===== src/rtl/slt_sltu_serial_if.sv =====
// Request/response bundle for slt_sltu_serial: operands plus the two valid/ready handshakes.
interface slt_sltu_serial_if #(
  parameter int WIDTH = 32
);
  logic             I_VALID;
  logic             O_READY;
  logic [WIDTH-1:0] I_OP_A;
  logic [WIDTH-1:0] I_OP_B;
  logic             I_U;
  logic             O_VALID;
  logic             I_READY;
  logic             O_Result;
  logic             O_EQ;

  modport master (
    output I_VALID, I_OP_A, I_OP_B, I_U, I_READY,
    input  O_READY, O_VALID, O_Result, O_EQ
  );

  modport slave (
    input  I_VALID, I_OP_A, I_OP_B, I_U, I_READY,
    output O_READY, O_VALID, O_Result, O_EQ
  );
endinterface


===== src/rtl/slt_sltu_serial.sv =====
// Serial signed/unsigned less-than: subtracts B from A one CHUNK-bit slice per cycle, LSB first.
// Define SLT_SLTU_SERIAL_EQ_EN to enable the equality output O_EQ (otherwise tied to 0).
module slt_sltu_serial #(
  parameter int WIDTH = 32,
  parameter int CHUNK = 4
) (
  input logic              I_CLK,
  input logic              I_RST_N,
  slt_sltu_serial_if.slave bus
);
  localparam int NCHUNK = WIDTH / CHUNK;
  localparam int IDX_W  = (NCHUNK > 1) ? $clog2(NCHUNK) : 1;
  localparam logic [IDX_W-1:0] LAST_IDX = IDX_W'(NCHUNK - 1);

  typedef enum logic [1:0] {IDLE, BUSY, DONE} state_t;

  state_t           state_q, state_d;
  logic [WIDTH-1:0] op_a_q, op_a_d;
  logic [WIDTH-1:0] op_b_q, op_b_d;
  logic             u_q, u_d;
  logic             borrow_q, borrow_d;
  logic [IDX_W-1:0] idx_q, idx_d;
  logic             result_q, result_d;

  logic [CHUNK-1:0] a_slice;
  logic [CHUNK-1:0] b_slice;
  logic             borrow_new;
  logic             last_slice;

  assign a_slice    = op_a_q[int'(idx_q)*CHUNK +: CHUNK];
  assign b_slice    = op_b_q[int'(idx_q)*CHUNK +: CHUNK];
  assign last_slice = (idx_q == LAST_IDX);

  // Borrow-out of a_slice - b_slice - borrow_q, without needing the difference bits.
  assign borrow_new = (a_slice < b_slice) || ((a_slice == b_slice) && borrow_q);

  always_comb begin
    state_d  = state_q;
    op_a_d   = op_a_q;
    op_b_d   = op_b_q;
    u_d      = u_q;
    borrow_d = borrow_q;
    idx_d    = idx_q;
    result_d = result_q;
    case (state_q)
      IDLE: begin
        if (bus.I_VALID) begin
          op_a_d   = bus.I_OP_A;
          op_b_d   = bus.I_OP_B;
          u_d      = bus.I_U;
          borrow_d = 1'b0;
          idx_d    = '0;
          state_d  = BUSY;
        end
      end
      BUSY: begin
        borrow_d = borrow_new;
        idx_d    = idx_q + IDX_W'(1);
        if (last_slice) begin
          state_d = DONE;
          // Differing signs decide a signed compare outright; otherwise the unsigned borrow does.
          if (!u_q && (op_a_q[WIDTH-1] != op_b_q[WIDTH-1])) begin
            result_d = op_a_q[WIDTH-1];
          end else begin
            result_d = borrow_new;
          end
        end
      end
      DONE: begin
        if (bus.I_READY) begin
          state_d = IDLE;
        end
      end
      default: state_d = IDLE;
    endcase
  end

  always_ff @(posedge I_CLK or negedge I_RST_N) begin
    if (!I_RST_N) begin
      state_q  <= IDLE;
      op_a_q   <= '0;
      op_b_q   <= '0;
      u_q      <= 1'b0;
      borrow_q <= 1'b0;
      idx_q    <= '0;
      result_q <= 1'b0;
    end else begin
      state_q  <= state_d;
      op_a_q   <= op_a_d;
      op_b_q   <= op_b_d;
      u_q      <= u_d;
      borrow_q <= borrow_d;
      idx_q    <= idx_d;
      result_q <= result_d;
    end
  end

  assign bus.O_READY  = (state_q == IDLE);
  assign bus.O_VALID  = (state_q == DONE);
  assign bus.O_Result = result_q;

`ifdef SLT_SLTU_SERIAL_EQ_EN
  logic             nz_q, nz_d;
  logic             eq_q, eq_d;
  logic [CHUNK-1:0] diff;

  assign diff = a_slice - b_slice - CHUNK'(borrow_q);

  // The full difference is zero exactly when every slice difference is zero.
  always_comb begin
    nz_d = nz_q;
    eq_d = eq_q;
    if (state_q == IDLE && bus.I_VALID) begin
      nz_d = 1'b0;
    end else if (state_q == BUSY) begin
      nz_d = nz_q | (|diff);
      if (last_slice) begin
        eq_d = ~(nz_q | (|diff));
      end
    end
  end

  always_ff @(posedge I_CLK or negedge I_RST_N) begin
    if (!I_RST_N) begin
      nz_q <= 1'b0;
      eq_q <= 1'b0;
    end else begin
      nz_q <= nz_d;
      eq_q <= eq_d;
    end
  end

  assign bus.O_EQ = eq_q;
`else
  assign bus.O_EQ = 1'b0;
`endif

endmodule


===== src/flat_wrapper.sv =====
// flat-port wrapper written by rule: the top's interface ports become plain ports
module slt_sltu_serial_flat 
#(
  parameter int WIDTH = 32,
  parameter int CHUNK = 4
)
  (I_CLK, I_RST_N, bus_I_VALID, bus_I_OP_A, bus_I_OP_B, bus_I_U, bus_I_READY, bus_O_READY, bus_O_VALID, bus_O_Result, bus_O_EQ);
  slt_sltu_serial_if #(.WIDTH(WIDTH)) bus_i ();
  input logic I_CLK;
  input logic I_RST_N;
  input wire logic [$bits(bus_i.I_VALID)-1:0] bus_I_VALID;
  input wire logic [$bits(bus_i.I_OP_A)-1:0] bus_I_OP_A;
  input wire logic [$bits(bus_i.I_OP_B)-1:0] bus_I_OP_B;
  input wire logic [$bits(bus_i.I_U)-1:0] bus_I_U;
  input wire logic [$bits(bus_i.I_READY)-1:0] bus_I_READY;
  output wire logic [$bits(bus_i.O_READY)-1:0] bus_O_READY;
  output wire logic [$bits(bus_i.O_VALID)-1:0] bus_O_VALID;
  output wire logic [$bits(bus_i.O_Result)-1:0] bus_O_Result;
  output wire logic [$bits(bus_i.O_EQ)-1:0] bus_O_EQ;
  assign bus_i.I_VALID = bus_I_VALID;
  assign bus_i.I_OP_A = bus_I_OP_A;
  assign bus_i.I_OP_B = bus_I_OP_B;
  assign bus_i.I_U = bus_I_U;
  assign bus_i.I_READY = bus_I_READY;
  assign bus_O_READY = bus_i.O_READY;
  assign bus_O_VALID = bus_i.O_VALID;
  assign bus_O_Result = bus_i.O_Result;
  assign bus_O_EQ = bus_i.O_EQ;
  slt_sltu_serial #(.WIDTH(WIDTH), .CHUNK(CHUNK)) u_core (.I_CLK(I_CLK), .I_RST_N(I_RST_N), .bus(bus_i));
endmodule

===== config.mk =====
export PLATFORM = sky130hd
export DESIGN_NAME = slt_sltu_serial_flat
export DESIGN_NICKNAME = d
export VERILOG_FILES = /design/src/rtl/slt_sltu_serial_if.sv /design/src/rtl/slt_sltu_serial.sv /design/src/flat_wrapper.sv
export SDC_FILE = /design/constraint.sdc
export NUM_CORES = 1
export LEC_CHECK = 0
export CORE_ASPECT_RATIO = 1.5
export CORE_MARGIN = 5
export CORE_UTILIZATION = 40
export CTS_CLUSTER_DIAMETER = 40
export DETAILED_ROUTE_END_ITERATION = 8
export GPL_TIMING_DRIVEN = 0
export PLACE_DENSITY = 0.64
export SYNTH_ARGS = -nofsm -noshare
export SYNTH_HDL_FRONTEND = slang
export SYNTH_SLANG_ARGS = --single-unit

===== constraint.sdc =====
create_clock -name I_CLK -period 2.85 [get_ports I_CLK]
set_input_delay 0.7125 -clock I_CLK [delete_from_list [all_inputs] [get_ports I_CLK]]
set_output_delay 0.7125 -clock I_CLK [all_outputs]
set_load 0.02 [all_outputs]

======== Word-level counts from Yosys, hierarchy flattened ========
Cells that the tools add are included.
operators by class
  magnitude comparators ................... 1
  muxes and demuxes ....................... 9
  $add $sub $neg .......................... 1
  equality and inequality tests ........... 8
  bitwise gates (word level) .............. 0
  divide/modulo/power cells ............... 0
  reduce and logical (&&, ||, !) cells .... 10
  $mul .................................... 0
  shift operators ......................... 2
operators with widths
  operator               number
  $shiftx A32 B6 Y4      2
  $mux W2                3
  $pmux W2 S3            1
  $pmux W3 S2            1
  $reduce_and A2 Y1      3
  $eq A4 B4 Y1           1
  $lt A4 B4 Y1           1
  $ne A2 B2 Y1 const B   2
  $add A3 B1 Y3 const B  1
  $eq A3 B3 Y1 const B   1
  $mux W3                1
  $reduce_and A3 Y1      1
  $eq A2 B1 Y1 const B   1
  $eq A2 B2 Y1 const B   1
  $logic_and A1 B1 Y1    2
  $logic_not A2 Y1       1
  $mux W1                2
  $ne A2 B1 Y1 const B   1
  $pmux W1 S2            1
  $reduce_bool A2 Y1     1
  $logic_not A1 Y1       1
  $logic_or A1 B1 Y1     1
  $ne A1 B1 Y1           1
word-level totals
  bits of input ports ..................... 69
  memories ................................ 0
  register bits after elaboration ......... 72
  memory bits (writable) .................. 0
  memory bits (read-only) ................. 0
  bits in latches ......................... 0
  output and inout bits ................... 4

======== Depth between registers and ports, before layout ========
  depth in word-level cells ............... 5
  depth in mapped cells ................... 9
  gate-level depth less buffers ........... 7

======== Least setup slack after synthesis ========
Ideal clock, no wire load.
  path kind ............................... register -> register
  start point ............................. register u_core.idx_q[0]
  end point ............................... register u_core.result_q (netlist: u_core.bus.O_Result)
  clock period less this slack ............ 2533 ps
  setup time .............................. 77 ps
  buffers on the path ..................... 1
  cell stages (with the launch flop) ...... 9
  path slack .............................. 317 ps
  data arrival time ....................... 2455 ps
  cells stage by stage .................... dfrtp_1 -> buf_6 -> mux4_1 -> mux2_2 -> ha_1 -> and3b_1 -> a2111oi_0 -> o32ai_1 -> a21oi_1
on the way
  cells in the longest elaborated chain, start to end .. 5
  elaborated cells between the ends (all ways) .. 9
RTL lines
  item                                                                  line                   text
  start: declaration                                                    slt_sltu_serial.sv:22  logic [IDX_W-1:0] idx_q, idx_d;
  start signal: assignment                                              slt_sltu_serial.sv:93  idx_q <= idx_d;
  parallel branches: the longest is 5 deep, another holds $lt A4 B4 Y1  --
  end signal: assignment                                                slt_sltu_serial.sv:94  result_q <= result_d;
  end: declaration                                                      slt_sltu_serial.sv:23  logic result_q, result_d;
Several ways; the timed one is not identified.
A chain may end at the register's enable or synchronous reset.

======== Final worst setup path ========
Ends and elaborated chain as after synthesis.

==> flow_summary.yaml <==
status:
  outcome: "finished clean"
drt:
  dr.pass1.iters: 4
  wirelength_um: 7373
  drt_iter0_drc: 81
  drc: 0
  vias_per_cell: 5.084
  ant_nets: 0
  vias: 2059
  wl_per_cell_um: 18.20
critical_path:
  end_kind: "flip-flop"
  crit_slowest_cell: "mux4_1"
  crit_chain: "buf_6 > buf_4 > mux4_1 > mux2_2 > ha_1 > and3b_1 > a2111oi_4 > o32ai_1 > a21oi_1"
  required_ps: 3100
  timing.rr.end: "u_core.bus.O_Result"
  crit_type: "reg -> reg"
  reg2reg_slack_ps: 130
  startpoint_type: "flip-flop"
  reg2reg_depth: 9
  cp-startpoint: "u_core.idx_q[0]"
  cp_max_fo: 6
  arrival_ps: 2970
  critPathMaxStageDelay_ps: 530
  rr_startpoint: "u_core.idx_q[0]"
place:
  pre_cts_ws_ps: -354.2
  place_congestion: 0.7206
  io_buffers: 71
  dp_hpwl_um: 5482
timing:
  setup_viol: 0
  rsz0062_at_grt: "no"
  max_freq_ghz: 0.3677
  finalCritPeriodShare: 0.9541
  hold_viol: 0
  slew_viol_final: 0
  whs_ps: 271.5
  fin_crit_ps: 2719
  slew_headroom: 0.5766
  worst_pin_slew_ps: 635.1
  post-route-worst-setup-slack_ps: 130.7
  skew_ps: 6.530
synth:
  synthCells: 209
  syn_area_per_cell_sq_um: 16.21
  synth-simple-area-share: 0.01847
  synth_area_sq_um: 3387
  seq_area_frac_synth: 0.5320
  synth-seq-cells: 72
  synth-compound-area-share: 0.02143
  syn_nets: 284
  ys_warn_count: 0
  synth_adder_area_share: 0.02216
  synth_top_family_by_area: "multiplexers"
  ys_types: 27
  synthMuxAreaShare: 0.3713
  synth-xor-area-share: 0
clocking:
  cts_buffer_depth: 2
  cts-buffers-inserted: 9
  cts.sinks: 72
  path_clk_slew_ps: 60
  cts_tree: "yes"
  ctsRootBufferMaster: "clkbuf_16"
  clock_latency_ps: 330
  htree_levels: 3
floorplanning:
  fp.dieW_um: 85.14
  coreArea_sq_um: 8362
  rows: 41
  die_y_um: 122.7
  dieArea_sq_um: 10450
  ios: 73
  initial_utilization: 0.4051
final_layout:
  drive_gt1_frac: 0.3456
  layout_common_cells: "dfrtp_1, clkdlybuf4s50_1, mux2_2"
  layout.nets: 368
  layout_commonest_cell: "dfrtp_1"
  area_growth_pct: 36.13
  n_antenna_cell: 0
global_routing:
  grtUsageTotal: 0.1511
  grt_start_max_net_pins: 54
  grt_pass1_vias: 2248
  grt_first_pass_wirelength_um: 11650
  antenna_found_initial: 0
  grt_overflow_total: 0
pwr:
  ir_drop_mv: 0.6072
  p_leak_nw: 1.954
  powerDensity_nw_per_um2: 1138
  power_mw: 5.245
job:
  cap_violations: 0
worst_hold_path:
  hp-class: "in -> async"
## layout make-up
cell class	count	area [sq um]
plain buffers	12	98.84
clock buffers	11	242.7
clock inverters	5	80.08
fillers	705	3751
inverters	3	11.26
multi-input cells	121	1490
flip-flops and latches	72	1803
well taps	107	133.9
repair buffers	74	750.7
## registers in the layout, indices dropped and copies added, names as in the netlist
register             flops
u_core.u_q               1
u_core.borrow_q          1
u_core.state_q           2
u_core.idx_q             3
u_core.op_b_q           32
u_core.bus.O_Result      1
u_core.op_a_q           32
## critical path: cells and delay by family, from the launching register on
family / cells / cell delay, ps
adders and majority gates: 1 / 320
muxes: 2 / 820
and+or+nand+nor: 1 / 200
buffers and inverters: 2 / 300
AOI/OAI and AO/OA: 3 / 650
DFF: 1 / 360
## metrics by stage
step / instances / cell area, sq um / setup TNS, ps / util
3_3_place_gp: 387 / 4232 / -106030 / 0.5061
4_1_cts: 403 / 4583 / 0 / 0.5481
6_report: 405 / 4611 / 0 / 0.5514
3_5_place_dp: 388 / 4257 / -597.1 / 0.5091
2_1_floorplan: 209 / 3387 / 0 / -
5_1_grt: 405 / 4611 / 0 / 0.5514
## power breakdown
| group | total, mW | leakage (nW) | internal (mW) | switching, mW |
|---|---|---|---|---|
| sequential | 1.83 | 0.855 | 1.55 | 0.284 |
| clock | 1.20 | 0.152 | 0.788 | 0.411 |
| combinational | 2.22 | 0.947 | 1.36 | 0.859 |
## how the worst max path moves through the flow
stage,endpoint,slack [ps],cells after the start
finish,u_core.bus.O_Result,130,9
global route,u_core.bus.O_Result,30,9
CTS,u_core.bus.O_Result,60,9
detailed placement,u_core.bus.O_Result,-350,9
global placement,u_core.op_a_q[12],-1470,1
floorplan,u_core.bus.O_Result,320,8
## cells in the mapped netlist
cell | number | share of area
dfrtp_1 | 72 | 0.53
mux2_2 | 68 | 0.23
mux4_1 | 15 | 0.12
ha_1 | 6 | 0.022
mux2i_1 | 6 | 0.018
buf_4 | 5 | 0.011
nand2_1 | 4 | 0.0044
a21oi_1 | 3 | 0.0044
buf_2 | 3 | 0.0044
inv_1 | 3 | 0.0033
nor2_1 | 3 | 0.0033
o21ai_0 | 3 | 0.0044
a22o_1 | 2 | 0.0052
buf_6 | 2 | 0.0066
clkbuf_1 | 2 | 0.0022
a2111oi_0 | 1 | 0.0026
and2_4 | 1 | 0.0026
and3b_1 | 1 | 0.0026
buf_12 | 1 | 0.0059
conb_1 | 1 | 0.0011
mux2_4 | 1 | 0.0044
mux4_2 | 1 | 0.0066
nand2b_1 | 1 | 0.0018
nand4_1 | 1 | 0.0018
nor2b_1 | 1 | 0.0018
o21bai_1 | 1 | 0.0022
o32ai_1 | 1 | 0.0026
## per-layer routing
metal | GRT usage | vias up | routed length [um]
met5 | 0 | - | 0
met4 | 0.07030 | 0 | 178
met3 | 0.03627 | 12 | 287
met2 | 0.2699 | 40 | 4111
met1 | 0.1679 | 1054 | 2796
li1 | - | 953 | -
## timing repair
item                                    4_1_cts  5_1_grt
setup buffers                                 0        2
hold buffers                                  0        0
endpoints found under the setup margin        2        2
pin swaps                                     0        1
gates resized for setup                       3        1
## logic make-up (layout without fill, tap and decap cells)
family,after synthesis,in the layout
muxes,91,91
DFF,72,72
buffers and inverters,16,105
and+or+nand+nor,12,12
AOI/OAI and AO/OA,11,11
adders and majority gates,6,6
other,1,1
Note: power is estimated with default switching activity, not from simulation.
